--- src/rtl/knn_vote_pkg.sv ---
// Shared definitions for the KNN vote stage: neighbour entry layout, default widths and
// the FSM state encoding that the insert stage's bench also decodes.
package knn_vote_pkg;

    // Neighbour entry layout: {distance, label}
    localparam int unsigned LABEL_LSB   = 0;
    localparam int unsigned LABEL_MSB   = 7;
    localparam int unsigned DIST_LSB    = 8;

    localparam int unsigned NB_W_DEF    = 40;
    localparam int unsigned LABEL_W_DEF = LABEL_MSB - LABEL_LSB + 1;

    typedef enum logic [1:0] {
        StIdle    = 2'd0,
        StCollect = 2'd1,
        StVote    = 2'd2,
        StDone    = 2'd3
    } knn_state_e;

    // $clog2 that never returns 0, so single-entry tables still get a 1-bit index
    function automatic int unsigned clog2_min1(input int unsigned v);
        return (v <= 1) ? 1 : $clog2(v);
    endfunction

endpackage

--- src/rtl/knn_label_hist.sv ---
// Per-label vote histogram plus the beat position at which each label was first seen.
// One increment port (used while collecting) and one combinational read port (used while voting).
module knn_label_hist
    import knn_vote_pkg::*;
#(
    parameter int unsigned K        = 4,
    parameter int unsigned N_LABELS = 4,
    localparam int unsigned CNT_W   = $clog2(K + 1),
    localparam int unsigned POS_W   = clog2_min1(K),
    localparam int unsigned IDX_W   = clog2_min1(N_LABELS)
) (
    input  logic             clk,
    input  logic             rst,
    input  logic             clear,
    input  logic             inc,
    input  logic [IDX_W-1:0] inc_idx,
    input  logic [POS_W-1:0] inc_pos,
    input  logic [IDX_W-1:0] rd_idx,
    output logic [CNT_W-1:0] rd_count,
    output logic [POS_W-1:0] rd_first
);

    logic [CNT_W-1:0] hist_q  [N_LABELS];
    logic [POS_W-1:0] first_q [N_LABELS];

    // Counter/first-position update: clear wins over increment
    always_ff @(posedge clk or negedge rst) begin
        if (!rst) begin
            for (int i = 0; i < int'(N_LABELS); i++) begin
                hist_q[i]  <= '0;
                first_q[i] <= '0;
            end
        end else if (clear) begin
            for (int i = 0; i < int'(N_LABELS); i++) begin
                hist_q[i]  <= '0;
                first_q[i] <= '0;
            end
        end else if (inc) begin
            for (int i = 0; i < int'(N_LABELS); i++) begin
                if (inc_idx == IDX_W'(i)) begin
                    hist_q[i] <= hist_q[i] + CNT_W'(1);
                    // Only the earliest (nearest) occurrence is remembered
                    if (hist_q[i] == '0) begin
                        first_q[i] <= inc_pos;
                    end
                end
            end
        end
    end

    // Read mux; out-of-range indices read as zero
    always_comb begin
        rd_count = '0;
        rd_first = '0;
        for (int i = 0; i < int'(N_LABELS); i++) begin
            if (rd_idx == IDX_W'(i)) begin
                rd_count = hist_q[i];
                rd_first = first_q[i];
            end
        end
    end

endmodule

--- src/rtl/knn_vote.sv ---
// KNN majority vote: collects K neighbour entries from a valid/ready stream, builds a label
// histogram, then scans it one label per cycle to pick the winner. Ties go to the label whose
// first occurrence was nearest (earliest beat).
module knn_vote
    import knn_vote_pkg::*;
#(
    parameter int unsigned K        = 4,
    parameter int unsigned N_LABELS = 4,
    parameter int unsigned NB_W     = NB_W_DEF,
    parameter int unsigned LABEL_W  = LABEL_W_DEF,
    localparam int unsigned CNT_W   = $clog2(K + 1),
    localparam int unsigned POS_W   = clog2_min1(K),
    localparam int unsigned IDX_W   = clog2_min1(N_LABELS)
) (
    input  logic               clk,
    input  logic               rst,
    input  logic               start,
    input  logic               nb_valid,
    output logic               nb_ready,
    input  logic [NB_W-1:0]    nb_data,
    output logic               result_valid,
    input  logic               result_ready,
    output logic [LABEL_W-1:0] result_label,
    output logic [CNT_W-1:0]   result_count,
    output logic               bad_label,
    output logic               busy
);

    knn_state_e state_q, state_d;

    logic [POS_W-1:0]   beat_q, beat_d;
    logic [IDX_W-1:0]   vote_q, vote_d;
    logic [CNT_W-1:0]   best_count_q, best_count_d;
    logic [POS_W-1:0]   best_first_q, best_first_d;
    logic [IDX_W-1:0]   best_idx_q, best_idx_d;
    logic [LABEL_W-1:0] res_label_q, res_label_d;
    logic [CNT_W-1:0]   res_count_q, res_count_d;
    logic               bad_q, bad_d;

    logic               hist_clear;
    logic               hist_inc;
    logic [CNT_W-1:0]   rd_count;
    logic [POS_W-1:0]   rd_first;

    logic [LABEL_W-1:0] label;
    logic               label_legal;
    logic               cand_win;
    logic               unused_dist;

    assign label       = nb_data[LABEL_LSB +: LABEL_W];
    assign label_legal = (32'(label) < N_LABELS);
    // Distance only orders the stream upstream; it carries no information here
    assign unused_dist = ^nb_data[NB_W-1:DIST_LSB];

    knn_label_hist #(
        .K        (K),
        .N_LABELS (N_LABELS)
    ) u_hist (
        .clk      (clk),
        .rst      (rst),
        .clear    (hist_clear),
        .inc      (hist_inc),
        .inc_idx  (label[IDX_W-1:0]),
        .inc_pos  (beat_q),
        .rd_idx   (vote_q),
        .rd_count (rd_count),
        .rd_first (rd_first)
    );

    // Candidate vote_q displaces the running best on more votes, or equal nonzero votes
    // with an earlier first occurrence
    always_comb begin
        cand_win = (rd_count > best_count_q) ||
                   ((rd_count == best_count_q) && (rd_count != '0) &&
                    (rd_first < best_first_q));
    end

    // Next-state and datapath control
    always_comb begin
        state_d      = state_q;
        beat_d       = beat_q;
        vote_d       = vote_q;
        best_count_d = best_count_q;
        best_first_d = best_first_q;
        best_idx_d   = best_idx_q;
        res_label_d  = res_label_q;
        res_count_d  = res_count_q;
        bad_d        = bad_q;
        hist_clear   = 1'b0;
        hist_inc     = 1'b0;
        nb_ready     = 1'b0;

        unique case (state_q)
            StIdle: begin
                if (start) begin
                    hist_clear = 1'b1;
                    bad_d      = 1'b0;
                    beat_d     = '0;
                    state_d    = StCollect;
                end
            end
            StCollect: begin
                nb_ready = 1'b1;
                if (nb_valid) begin
                    if (label_legal) begin
                        hist_inc = 1'b1;
                    end else begin
                        bad_d = 1'b1;
                    end
                    beat_d = beat_q + POS_W'(1);
                    if (beat_q == POS_W'(K - 1)) begin
                        vote_d       = '0;
                        best_count_d = '0;
                        best_first_d = '0;
                        best_idx_d   = '0;
                        state_d      = StVote;
                    end
                end
            end
            StVote: begin
                if (cand_win) begin
                    best_count_d = rd_count;
                    best_first_d = rd_first;
                    best_idx_d   = vote_q;
                end
                vote_d = vote_q + IDX_W'(1);
                if (vote_q == IDX_W'(N_LABELS - 1)) begin
                    // With no legal labels best stays at label 0 / count 0
                    res_label_d = LABEL_W'(best_idx_d);
                    res_count_d = best_count_d;
                    state_d     = StDone;
                end
            end
            StDone: begin
                if (result_ready) begin
                    state_d = StIdle;
                end
            end
            default: state_d = StIdle;
        endcase
    end

    // State and datapath registers
    always_ff @(posedge clk or negedge rst) begin
        if (!rst) begin
            state_q      <= StIdle;
            beat_q       <= '0;
            vote_q       <= '0;
            best_count_q <= '0;
            best_first_q <= '0;
            best_idx_q   <= '0;
            res_label_q  <= '0;
            res_count_q  <= '0;
            bad_q        <= 1'b0;
        end else begin
            state_q      <= state_d;
            beat_q       <= beat_d;
            vote_q       <= vote_d;
            best_count_q <= best_count_d;
            best_first_q <= best_first_d;
            best_idx_q   <= best_idx_d;
            res_label_q  <= res_label_d;
            res_count_q  <= res_count_d;
            bad_q        <= bad_d;
        end
    end

    assign result_valid = (state_q == StDone);
    assign busy         = (state_q != StIdle);
    assign result_label = res_label_q;
    assign result_count = res_count_q;
    assign bad_label    = bad_q;

endmodule

--- config.mk ---
export PLATFORM = sky130hd
export DESIGN_NAME = knn_vote
export DESIGN_NICKNAME = d
export VERILOG_FILES = /design/src/rtl/knn_vote_pkg.sv /design/src/rtl/knn_label_hist.sv /design/src/rtl/knn_vote.sv
export SDC_FILE = /design/constraint.sdc
export NUM_CORES = 1
export LEC_CHECK = 0
export ABC_AREA = 0
export CORE_MARGIN = 8
export CORE_UTILIZATION = 38
export CTS_BUF_LIST = sky130_fd_sc_hd__clkbuf_4
export DETAILED_ROUTE_END_ITERATION = 8
export DONT_BUFFER_PORTS = 1
export GPL_ROUTABILITY_DRIVEN = 0
export PLACE_DENSITY = 0.53
export SLEW_MARGIN = 40
export SYNTH_ARGS = -nofsm -noshare
export SYNTH_HDL_FRONTEND = slang
export SYNTH_SLANG_ARGS = --single-unit
--- constraint.sdc ---
create_clock -name clk -period 8.5 [get_ports clk]
set_clock_uncertainty 0.15 [all_clocks]
set_input_delay 2.125 -clock clk [delete_from_list [all_inputs] [get_ports clk]]
set_output_delay 2.125 -clock clk [all_outputs]
set_load 0.01 [all_outputs]
[Word-level counts from Yosys, hierarchy flattened]
Cells that the tools add are included.
Storage, ports and cells
  register bits after elaboration: 39
  bits of input ports: 45
  output and inout bits: 15
Operators by class
  add/subtract/negate cells: 6
  magnitude comparators: 3
  equality and inequality tests: 18
  muxes and demuxes: 54
  reduce and logical (&&, ||, !) cells: 37
Operators with widths (count)
  2-bit two-way mux: 23
  3-bit two-way mux: 11
  12-bit two-way mux: 2
  2-bit nonzero test: 12
  3-bit AND reduction: 6
  8-bit two-way mux: 2
  2-bit one-hot mux with 2 select lines: 4
  2-bit == test, second input constant: 7
  3-bit by 1-bit adder with 3-bit output, second input constant: 4
  3-bit zero test: 4
  2-bit inequality test, second input constant: 6
  2-bit AND reduction: 5
  1-bit two-way mux: 9
  8-bit by 3-bit less-than comparator with 1-bit output, second input constant: 1
  2-bit one-hot mux with 4 select lines: 1
  4-bit AND reduction: 2
  2-bit by 1-bit == test with 1-bit output, second input constant: 3
  2-bit zero test: 3
  3-bit one-hot mux with 2 select lines: 1
  5-bit AND reduction: 1
  2-bit by 1-bit adder with 2-bit output, second input constant: 2
  3-bit == test: 1
  3-bit > comparator: 1
  3-bit nonzero test: 1
  5 further kinds: 6

[Logic depth before layout (Yosys ltp)]
Gate-level depths: netlist (run 1).
  depth after elaboration: 11
  gate-level depth with buffers: 12

[Modules after synthesis]
A second synthesis (run 1) with hierarchy kept.
Second synthesis, totals
  cells, all modules: 217
  area total of the unflattened synthesis: 2333.5 µm²
By module, submodules not included
  knn_vote: instances 1, cells an instance 119, area each 1178.6 µm²
  knn_label_hist: instances 1, cells an instance 98, area each 1154.9 µm²

[Least setup slack after synthesis (run 1)]
OpenSTA, ideal clock, no wires.
  path type: input port to flip-flop
  start: input nb_data[4]
  end: register u_hist.first_q[6] (netlist bit)
  setup time: 132 ps
  arrival time: 3443 ps
  slack: 4775 ps
  stages on the path: 6
  buffers on the path: 1
  path through: nor4_1 and4b_1 clkbuf_1 and4bb_2 mux2i_1 nor2_1
On the way
  longest elaborated chain between the ends: 6
RTL lines
  start: declaration: line knn_vote.sv:20  | input logic [NB_W-1:0] nb_data,
  8-bit by 3-bit less-than comparator with 1-bit output: line knn_vote.sv:51  | assign label_legal = (32'(label) < N_LABELS);
  1-bit two-way mux: line knn_vote.sv:105  | if (label_legal) begin
  1-bit two-way mux: line knn_vote.sv:104  | if (nb_valid) begin
  1-bit two-way mux: line knn_vote.sv:93  | unique case (state_q)
  2-bit nonzero test (no line)
  3-bit AND reduction (no line)
  end signal: indexed assignment: line knn_label_hist.sv:44  | first_q[i] <= inc_pos;
  end: declaration: line knn_label_hist.sv:24  | logic [POS_W-1:0] first_q [N_LABELS];
No other way between the ends.
A chain may end at the register's enable or synchronous reset.

[Final worst setup path (run 1)]
  start: register vote_q[1]
  end: register best_first_q[0]
On the way
  longest elaborated chain between the ends: 11
RTL lines
  start: declaration: line knn_vote.sv:32  | logic [IDX_W-1:0] vote_q, vote_d;
  start signal: assignment: line knn_vote.sv:158  | vote_q <= vote_d;
  branches (longest 11 deep; another with 3-bit > comparator)
  end signal: assignment: line knn_vote.sv:160  | best_first_q <= best_first_d;
  end: declaration: line knn_vote.sv:34  | logic [POS_W-1:0] best_first_q, best_first_d;
Several ways; the timed one is not identified. The select of a mux whose other input is x is not followed.

==> summary.md, run 1 <==
| Metric | Value |
|---|---|
| Endpoints failing setup | `0` |
| Proportion of netlist area held by the largest area contributor | `approximately two fifths` |
| Sw power | `around 350 uW` |
| First-pass GRT wire length | `9.23 mm` |
| Number of enable-type register cells in the synthesized netlist | `0` |
| DRC marker count from the first detailed-route iteration | `134` |
| Via count of the first global-routing pass | `1916` |
| Data required, critical path | `~8.6 ns` |
| Fraction of registers with async set or reset after synthesis | `100%` |
| Distinct cell type count of the synthesized netlist | `54` |
| Number of synthesized register bits | `39` |
| Power per unit of standard cell area | `292 nW/um^2` |
| Combinational group share of total power | `52.1%` |
| Average vias per placed instance | `5.43` |
| Critical path's most frequent cell | `sky130_fd_sc_hd__ha_1` |
| Syn Std Cell Area | `2540 um^2` |
| Num CTS Buffers | `5` |
| Insertion delay to the later sink of the worst-skew pair | `0.34 ns` |
| Length of routed wiring on met1 | `2.67 mm` |
| Clock tree buffer depth | `2` |
| Total number of vias | `1829` |
| Commonest register cell after synthesis | `sky130_fd_sc_hd__dfrtp_1` |
| Uppermost signal routing layer after detailed routing | `met4` |
| CTS H-Tree Depth | `2` |
| Number of iterations in the first detailed-routing pass | `4` |
| Critical path's largest stage delay | `0.59 ns` |
| Top achievable clock speed | `270 MHz` |
| Number of standard cells after synthesis | `263` |
| Post-DP HPWL | `3.79 mm` |
| Data arrival time of the critical path | `3.79 ns` |
| I/O pins | `60` |
| Total Die Area | `approximately 9500 um^2` |
| DP Area | `2540 um^2` |
| Post-layout nets | `between 300 and 400` |
| Number of antenna violations at the first check in global routing | `0` |
| Clk pwr share | `13.3%` |
| Cell at the slowest stage of the critical path | `sky130_fd_sc_hd__ha_1` |
| Number of max-slew violations in the final report | `0` |
| Time the final worst path needs with I/O delays and setup | `3.70 ns` |
| Switching portion of total power | `46.5%` |
| Antenna viol nets, final | `0` |
| Peak supply drop | `0.000198 V` |
| Period Utilization, post-route | `43.6%` |
| LEAKAGE | `around 1.2 nW` |
| Max_slew headroom | `44.8%` |
| Final Hold Vio Count | `0` |
| Cell at the root of the clock tree | `sky130_fd_sc_hd__clkbuf_4` |
| TritonCTS clock tree | `yes` |
| Grt ovf | `0` |
| Final standard cell utilization of the core | `40.7%` |
| Share of post-route cells with drive strength above 1 | `7.69%` |
| Status | `completed` |
| Core area | `about 6400 um^2` |
| Routed wire per std cell | `about 16 um` |
| Setup bufs post-CTS | `0` |
| Type of element capturing the critical path | `flop` |
| Worst-path cell chain | `ha_1, a211oi_1, a221oi_2, ha_1, and3b_1, o21ai_1, o21ai_2, a32o_1` |
| Fin Hold WS | `~0.35 ns` |
| Sequential share of power | `34.5%` |
| Initial core utilization | `39.7%` |
| Final routed DRC violation total | `0` |
| Number of warnings issued by yosys | `0` |
| Worst Max-Slew Pin Slew | `roughly 0.83 ns` |
| Overall routing resource usage | `11.7%` |
| DRT Wirelength | `5.28 mm` |
| Max Cap Violations | `0` |
| Internal Dissipation | `about 410 uW` |
| Overall die height | `roughly 100 um` |
| Critical Path End | `best_first_q[0]$_DFFE_PN0P_` |
| Capture point of the worst reg-to-reg path | `best_first_q[0]$_DFFE_PN0P_` |
| Sequential cell area fraction in the yosys report | `between 30% and 40%` |
| Setup TNS | `0 ns` |
| Cts repair resizes | `0` |
| Category of the critical setup timing path | `reg2reg` |
| Worst reg2reg path startpoint | `vote_q[1]$_DFFE_PN0P_` |
| Die span in x | `97.7 um` |
| Row count | `29` |
| Worst hold path type | `reg2reg` |
| Pin count of the biggest net entering global routing | `40` |
| Routed wl met3 | `238 um` |
| Number of buffers inserted for hold repair after clock tree synthesis | `0` |
| Worst setup path startpoint | `vote_q[1]$_DFFE_PN0P_` |
| Top cell type by total area after synthesis | `sky130_fd_sc_hd__dfrtp_1` |
| Port bufs | `0` |
| Critical path startpoint category | `flop` |
| Reg clk slew, reported paths | `0.12 ns` |
| Layout overhead on the synthesized area | `2.47%` |
| Cell count of the worst reg-to-reg path | `8` |
| Largest driver fanout on the critical path | `17` |
| Register-to-Register Setup Slack | `4.80 ns` |
| Final design area excluding fillers | `2600 um^2` |
| Clk sinks | `39` |
| Routed length on met2 | `between 2 and 2.5 mm` |
| Avg Inst Size Synth | `9.64 um^2` |
| Cell types with the largest area share after synthesis | `sky130_fd_sc_hd__dfrtp_1 38%, sky130_fd_sc_hd__ha_1 10%, sky130_fd_sc_hd__nor2_1 4.0%, sky130_fd_sc_hd__mux2i_1 3.9%, sky130_fd_sc_hd__inv_1 3.7%` |
| Diodes inserted | `0` |
| Unrepaired setup endpoints after global routing | `no` |
==> cell usage after synthesis (all sizes together), types with 2 or more instances <==
master and instances:
ha 21, nor2b 3, nand3 8, nand2 18, buf 11, a221o 2
and2 4, o211ai 3, o21ai 11, a21o 2, xnor2 6, inv 25
dfrtp 39, a32o 7, xor2 2, or3 2, o2111ai 2, mux2i 10
a31oi 4, nand3b 5, clkbuf 5, o21a 2, nor2 27, a22oi 2
nor3b 4, a211oi 6, nand4 2, a21oi 13
==> worst min-delay path by stage <==
stage / from / to / slack (ns) / depth (start not counted)
after global placement: best_first_q[0]$_DFFE_PN0P_ / best_first_q[0]$_DFFE_PN0P_ / 0.32 / 1
after CTS: best_idx_q[1]$_DFFE_PN0P_ / best_idx_q[1]$_DFFE_PN0P_ / 0.36 / 1
final: best_idx_q[1]$_DFFE_PN0P_ / best_idx_q[1]$_DFFE_PN0P_ / 0.35 / 1
after detailed placement: best_idx_q[1]$_DFFE_PN0P_ / best_idx_q[1]$_DFFE_PN0P_ / 0.33 / 1
after global routing: best_idx_q[1]$_DFFE_PN0P_ / best_idx_q[1]$_DFFE_PN0P_ / 0.39 / 1
after floorplan: best_first_q[0]$_DFFE_PN0P_ / best_first_q[0]$_DFFE_PN0P_ / 0.31 / 1
==> cell families (layout without fill, tap and decap cells) <==
group / count (synthesis) / count (layout) / share of synthesized area (%)
other: 1 / 6 / 0.148
adder cells (fa/ha/maj): 21 / 21 / 10.4
AND/OR/NAND/NOR: 80 / 80 / 16.9
flip-flops: 39 / 39 / 38.5
AO/OA/AOI/OAI: 62 / 62 / 18.9
buffers and inverters: 41 / 33 / 8.09
multiplexers: 11 / 11 / 4.39
XOR/XNOR: 8 / 8 / 2.76
==> per-stage QoR <==
stage / setup slack [ns] / cells / power [mW]
floorplan: 4.78 / 268 / 0.589
global placement: 4.60 / 329 / 0.664
detailed placement: 4.55 / 329 / 0.666
CTS: 4.80 / 337 / 0.771
global route: 4.54 / 337 / 0.830
finish: 4.80 / 337 / 0.760
==> registers in the layout, indices dropped and copies added (netlist names) <==
name and flops:
bad_label 1, beat_q 2, best_count_q 3, best_first_q 2
best_idx_q 2, result_count 3, result_label 2, state_q 2
u_hist.first_q 8, u_hist.hist_q 12, vote_q 2
==> power by group through the flow <==
stage,logic [mW],clock network (mW),registers [mW]
after global routing,0.445,0.115,0.270
after detailed placement,0.398,0,0.268
final,0.396,0.101,0.262
after global placement,0.397,0,0.267
after floorplan,0.334,0,0.255
after CTS,0.400,0.108,0.264
==> critical path: cells and delay by family, from the launching register on <==
family | cells | cell delay, ns
AND/OR/NAND/NOR | 1 | 0.19
AO/OA/AOI/OAI | 5 | 1.82
flip-flops | 1 | 0.47
adder cells (fa/ha/maj) | 2 | 0.96
==> area by class of cell <==
type	count	area (um^2)
Inverter	25	93.8
Tap cell	77	96.3
Clock inverter	1	5.00
Multi-Input combinational cell	188	1380
Fill cell	652	3790
Sequential cell	39	976
Clock buffer	7	52.6
==> placed cells by master (no fill, tap or decap), types with 2 or more instances in the layout <==
master	n
sky130_fd_sc_hd__nand4_1	2
sky130_fd_sc_hd__a21oi_1	13
sky130_fd_sc_hd__o21ai_2	2
sky130_fd_sc_hd__nor2b_1	3
sky130_fd_sc_hd__ha_1	21
sky130_fd_sc_hd__o21ai_0	8
sky130_fd_sc_hd__dfrtp_1	39
sky130_fd_sc_hd__conb_1	6
sky130_fd_sc_hd__a32o_1	7
sky130_fd_sc_hd__o2111ai_1	2
sky130_fd_sc_hd__o211ai_1	3
sky130_fd_sc_hd__xor2_1	2
sky130_fd_sc_hd__nor2_1	27
sky130_fd_sc_hd__a211oi_2	2
sky130_fd_sc_hd__nand2_1	18
sky130_fd_sc_hd__inv_1	25
sky130_fd_sc_hd__nor3b_1	4
sky130_fd_sc_hd__and2_1	2
sky130_fd_sc_hd__a221o_1	2
sky130_fd_sc_hd__mux2i_1	10
sky130_fd_sc_hd__clkbuf_4	7
sky130_fd_sc_hd__o21a_1	2
sky130_fd_sc_hd__nand3_1	8
sky130_fd_sc_hd__a31oi_1	4
sky130_fd_sc_hd__a21o_1	2
sky130_fd_sc_hd__or3_1	2
sky130_fd_sc_hd__nand3b_1	4
sky130_fd_sc_hd__xnor2_1	6
sky130_fd_sc_hd__a22oi_1	2
sky130_fd_sc_hd__a211oi_1	3
==> routing by layer <==
layer | track usage, % | up-vias
met3 | 3.63 | 2
met2 | 18.1 | 33
li1 | - | 916
met4 | 3.15 | 0
met1 | 15.2 | 878
met5 | 0 | -
Power figures use the tool's default switching activity.
==> run 2: changes to the inputs <==
PLACE_DENSITY = 0.55   (was 0.53)
clock period = 3.2 ns   (was 8.5 ns; I/O delays follow)
==> run 2 against run 1 <==
Setup slack got worse by 4.6 ns. Fmax grew 21%. Largest cell class unchanged. Die area did not move. Register-to-register slack worse by 4.6 ns. Hold slack worse by 0.24 ns.
==> summary.md, run 2 (same netlist as run 1, synthesis figures left out) <==
| Metric | Value |
|---|---|
| Peak supply drop | `0.000495 V (+150%)` |
| Period Utilization, post-route | `95.2% (+52 points)` |
| Cell count of the worst reg-to-reg path | `11 (+3)` |
| Post-DP HPWL | `3.94 mm (+3.8%)` |
| Setup bufs post-CTS | `0 (unchanged)` |
| Average vias per placed instance | `5.36 (-1.3%)` |
| Count of fill cells added during filler insertion | `654 (+0.31%)` |
| Die span in x | `97.7 um (unchanged)` |
| First-pass GRT wire length | `9.01 mm (-2.3%)` |
| Row count | `29 (unchanged)` |
| Number of antenna violations at the first check in global routing | `0 (unchanged)` |
| Length of routed wiring on met1 | `2.68 mm (+0.53%)` |
| Uppermost signal routing layer after detailed routing | `met4` |
| I/O pins | `60 (unchanged)` |
| Multi-input logic area | `1380 um^2 (+0.64%)` |
| TritonCTS clock tree | `yes` |
| DRT Wirelength | `5.29 mm (+0.23%)` |
| Data arrival time of the critical path | `3.14 ns (-0.65 ns)` |
| Worst setup path startpoint | `vote_q[1]$_DFFE_PN0P_` |
| Top reg by flops | `u_hist.hist_q` |
| Worst hold path type | `in2async` |
| Overall die height | `97.7 um (unchanged)` |
| Register-to-Register Setup Slack | `0.15 ns (-4.65 ns)` |
| Share of post-route cells with drive strength above 1 | `13.1% (+5.4 points)` |
| Final Hold Vio Count | `0 (unchanged)` |
| Unrepaired setup endpoints after global routing | `no` |
| Capture point of the worst reg-to-reg path | `best_idx_q[1]$_DFFE_PN0P_` |
| Total Die Area | `9540 um^2 (unchanged)` |
| Setup TNS | `0 ns (unchanged)` |
| Most frequent cells in the layout | `39 x sky130_fd_sc_hd__dfrtp_1, 27 x sky130_fd_sc_hd__nor2_1, 25 x sky130_fd_sc_hd__inv_1` |
| Worst Max-Slew Pin Slew | `0.764 ns (-0.0622 ns)` |
| # placed instances | `342 (+4.0%)` |
| Largest driver fanout on the critical path | `10 (-7)` |
| Category of the critical setup timing path | `reg2reg` |
| Max_slew headroom | `49.0% (+4.2 points)` |
| Cell at the root of the clock tree | `sky130_fd_sc_hd__clkbuf_4` |
| Type of element capturing the critical path | `flop` |
| Number of max-slew violations in the final report | `0 (unchanged)` |
| Time the final worst path needs with I/O delays and setup | `3.05 ns (-0.655 ns)` |
| Post-layout nets | `339 (+4.3%)` |
| Number of iterations in the first detailed-routing pass | `4 (unchanged)` |
| Post-route insts no fill | `351 (+4.2%)` |
| Insertion delay to the later sink of the worst-skew pair | `0.36 ns (+0.02 ns)` |
| Core area | `6390 um^2 (unchanged)` |
| Worst reg2reg path startpoint | `vote_q[1]$_DFFE_PN0P_` |
| Grt ovf | `0 (unchanged)` |
| CTS H-Tree Depth | `2 (unchanged)` |
| Largest registers | `u_hist.hist_q x12, u_hist.first_q x8` |
| Initial core utilization | `39.7% (unchanged)` |
| Clock tree buffer depth | `2 (unchanged)` |
| Diodes inserted | `0 (unchanged)` |
| Number of flip-flops in the largest register | `12 (unchanged)` |
| Combined flip-flop and latch cell area | `976 um^2 (unchanged)` |
| Data required, critical path | `3.29 ns (-5.30 ns)` |
| Port bufs | `0 (unchanged)` |
| Routed length on met2 | `2.29 mm (-2.1%)` |
| Endpoints failing setup | `0 (unchanged)` |
| DRC marker count from the first detailed-route iteration | `65 (-51%)` |
| Status | `completed` |
| Power per unit of standard cell area | `822 nW/um^2 (+180%)` |
| Layout overhead on the synthesized area | `8.19%` |
| Antenna viol nets, final | `0 (unchanged)` |
| Overall routing resource usage | `11.3% (-0.37 points)` |
| Max Cap Violations | `0 (unchanged)` |
| Routed wl met3 | `201 um (-16%)` |
| Routed wire per std cell | `15.1 um (-3.8%)` |
| Top achievable clock speed | `328 MHz (+21%)` |
| Num CTS Buffers | `5 (unchanged)` |
| Reg clk slew, reported paths | `0.13 ns (about the same)` |
| Total number of vias | `1880 (+2.8%)` |
| Most common library cell in the layout ignoring fill and taps | `sky130_fd_sc_hd__dfrtp_1` |
| Pin count of the biggest net entering global routing | `40 (unchanged)` |
| Via count of the first global-routing pass | `1868 (-2.5%)` |
| Final routed DRC violation total | `0 (unchanged)` |
| Critical path startpoint category | `flop` |
| Clk sinks | `39 (unchanged)` |
| LEAKAGE | `1.27 nW (+6.0%)` |
==> run 2: changes by cell type in the layout (fill, tap and decap cells not counted), sizes merged <==
cell    previous run  this run
clkinv             1         2
bufinv             0         1
buf                0        14
clkbuf             7         5
==> run 2: final cells by class <==
class | count | share of cell area (%)
Multi-Input combinational cell | 188 | 50.4
Sequential cell | 39 | 35.6
Inverter | 25 | 3.42
Clock buffer | 5 | 1.37
Timing Repair Buffer | 14 | 4.29
Tap cell | 77 | 3.51
Clock inverter | 3 | 1.41
==> run 2: per-stage QoR <==
| step | utilization, % | total power, mW | cell area, um^2 | setup slack (ns) | hold WS (ns) |
|---|---|---|---|---|---|
| 3_5_place_dp | 41.3 | 1.92 | 2640 | 0.101 | 0.330 |
| 5_1_grt | 43.0 | 2.43 | 2740 | 0.0270 | 0.112 |
| 3_3_place_gp | 41.3 | 1.90 | 2640 | 0.151 | 0.322 |
| 4_1_cts | 42.8 | 2.26 | 2730 | 0.0775 | 0.116 |
| 6_report | 43.0 | 2.25 | 2740 | 0.153 | 0.119 |
| 2_1_floorplan | - | 1.57 | 2550 | 0.142 | 0.311 |
==> run 2: layer usage <==
| layer | vias up | global-route usage, % |
|---|---|---|
| li1 | 942 | - |
| met1 | 899 | 14.6 |
| met2 | 31 | 17.2 |
| met3 | 8 | 2.92 |
| met4 | 0 | 4.90 |
| met5 | - | 0 |
==> run 2: worst max path at each step <==
stage	end	slack, ns	cells after the start
after global routing	best_idx_q[1]$_DFFE_PN0P_	0.03	11
final	best_idx_q[1]$_DFFE_PN0P_	0.15	11
after global placement	best_count_q[0]$_DFFE_PN0P_	0.15	11
after floorplan	best_count_q[0]$_DFFE_PN0P_	0.14	12
after detailed placement	best_count_q[0]$_DFFE_PN0P_	0.10	11
after CTS	best_idx_q[1]$_DFFE_PN0P_	0.08	11
==> run 2: what timing repair did <==
action                                 in CTS  in global routing
resized for setup                           0                  4
endpoints found under the hold margin      39                  0
setup endpoints to repair                   0                  7
hold buffers                                1                  0
==> run 2: worst max-delay path, cell delays in order, from the launching register on <==
cell                       delay (ns)
sky130_fd_sc_hd__dfrtp_1         0.41
sky130_fd_sc_hd__inv_1           0.08
sky130_fd_sc_hd__ha_2            0.24
sky130_fd_sc_hd__a211oi_1        0.22
sky130_fd_sc_hd__o21ai_0         0.17
sky130_fd_sc_hd__and2_1          0.22
sky130_fd_sc_hd__ha_1            0.30
sky130_fd_sc_hd__nand3_1         0.11
sky130_fd_sc_hd__a211oi_2        0.27
sky130_fd_sc_hd__o21ai_2         0.15
sky130_fd_sc_hd__o31a_4          0.41
sky130_fd_sc_hd__a32o_1          0.21
==> run 2: report_power, final <==
group	leakage [nW]	total, mW	internal, mW	switching (mW)
logic	0.705	1.23	0.524	0.707
clock network	0.0426	0.335	0.161	0.174
registers	0.524	0.689	0.587	0.102
total	1.27	2.25	1.27	0.982
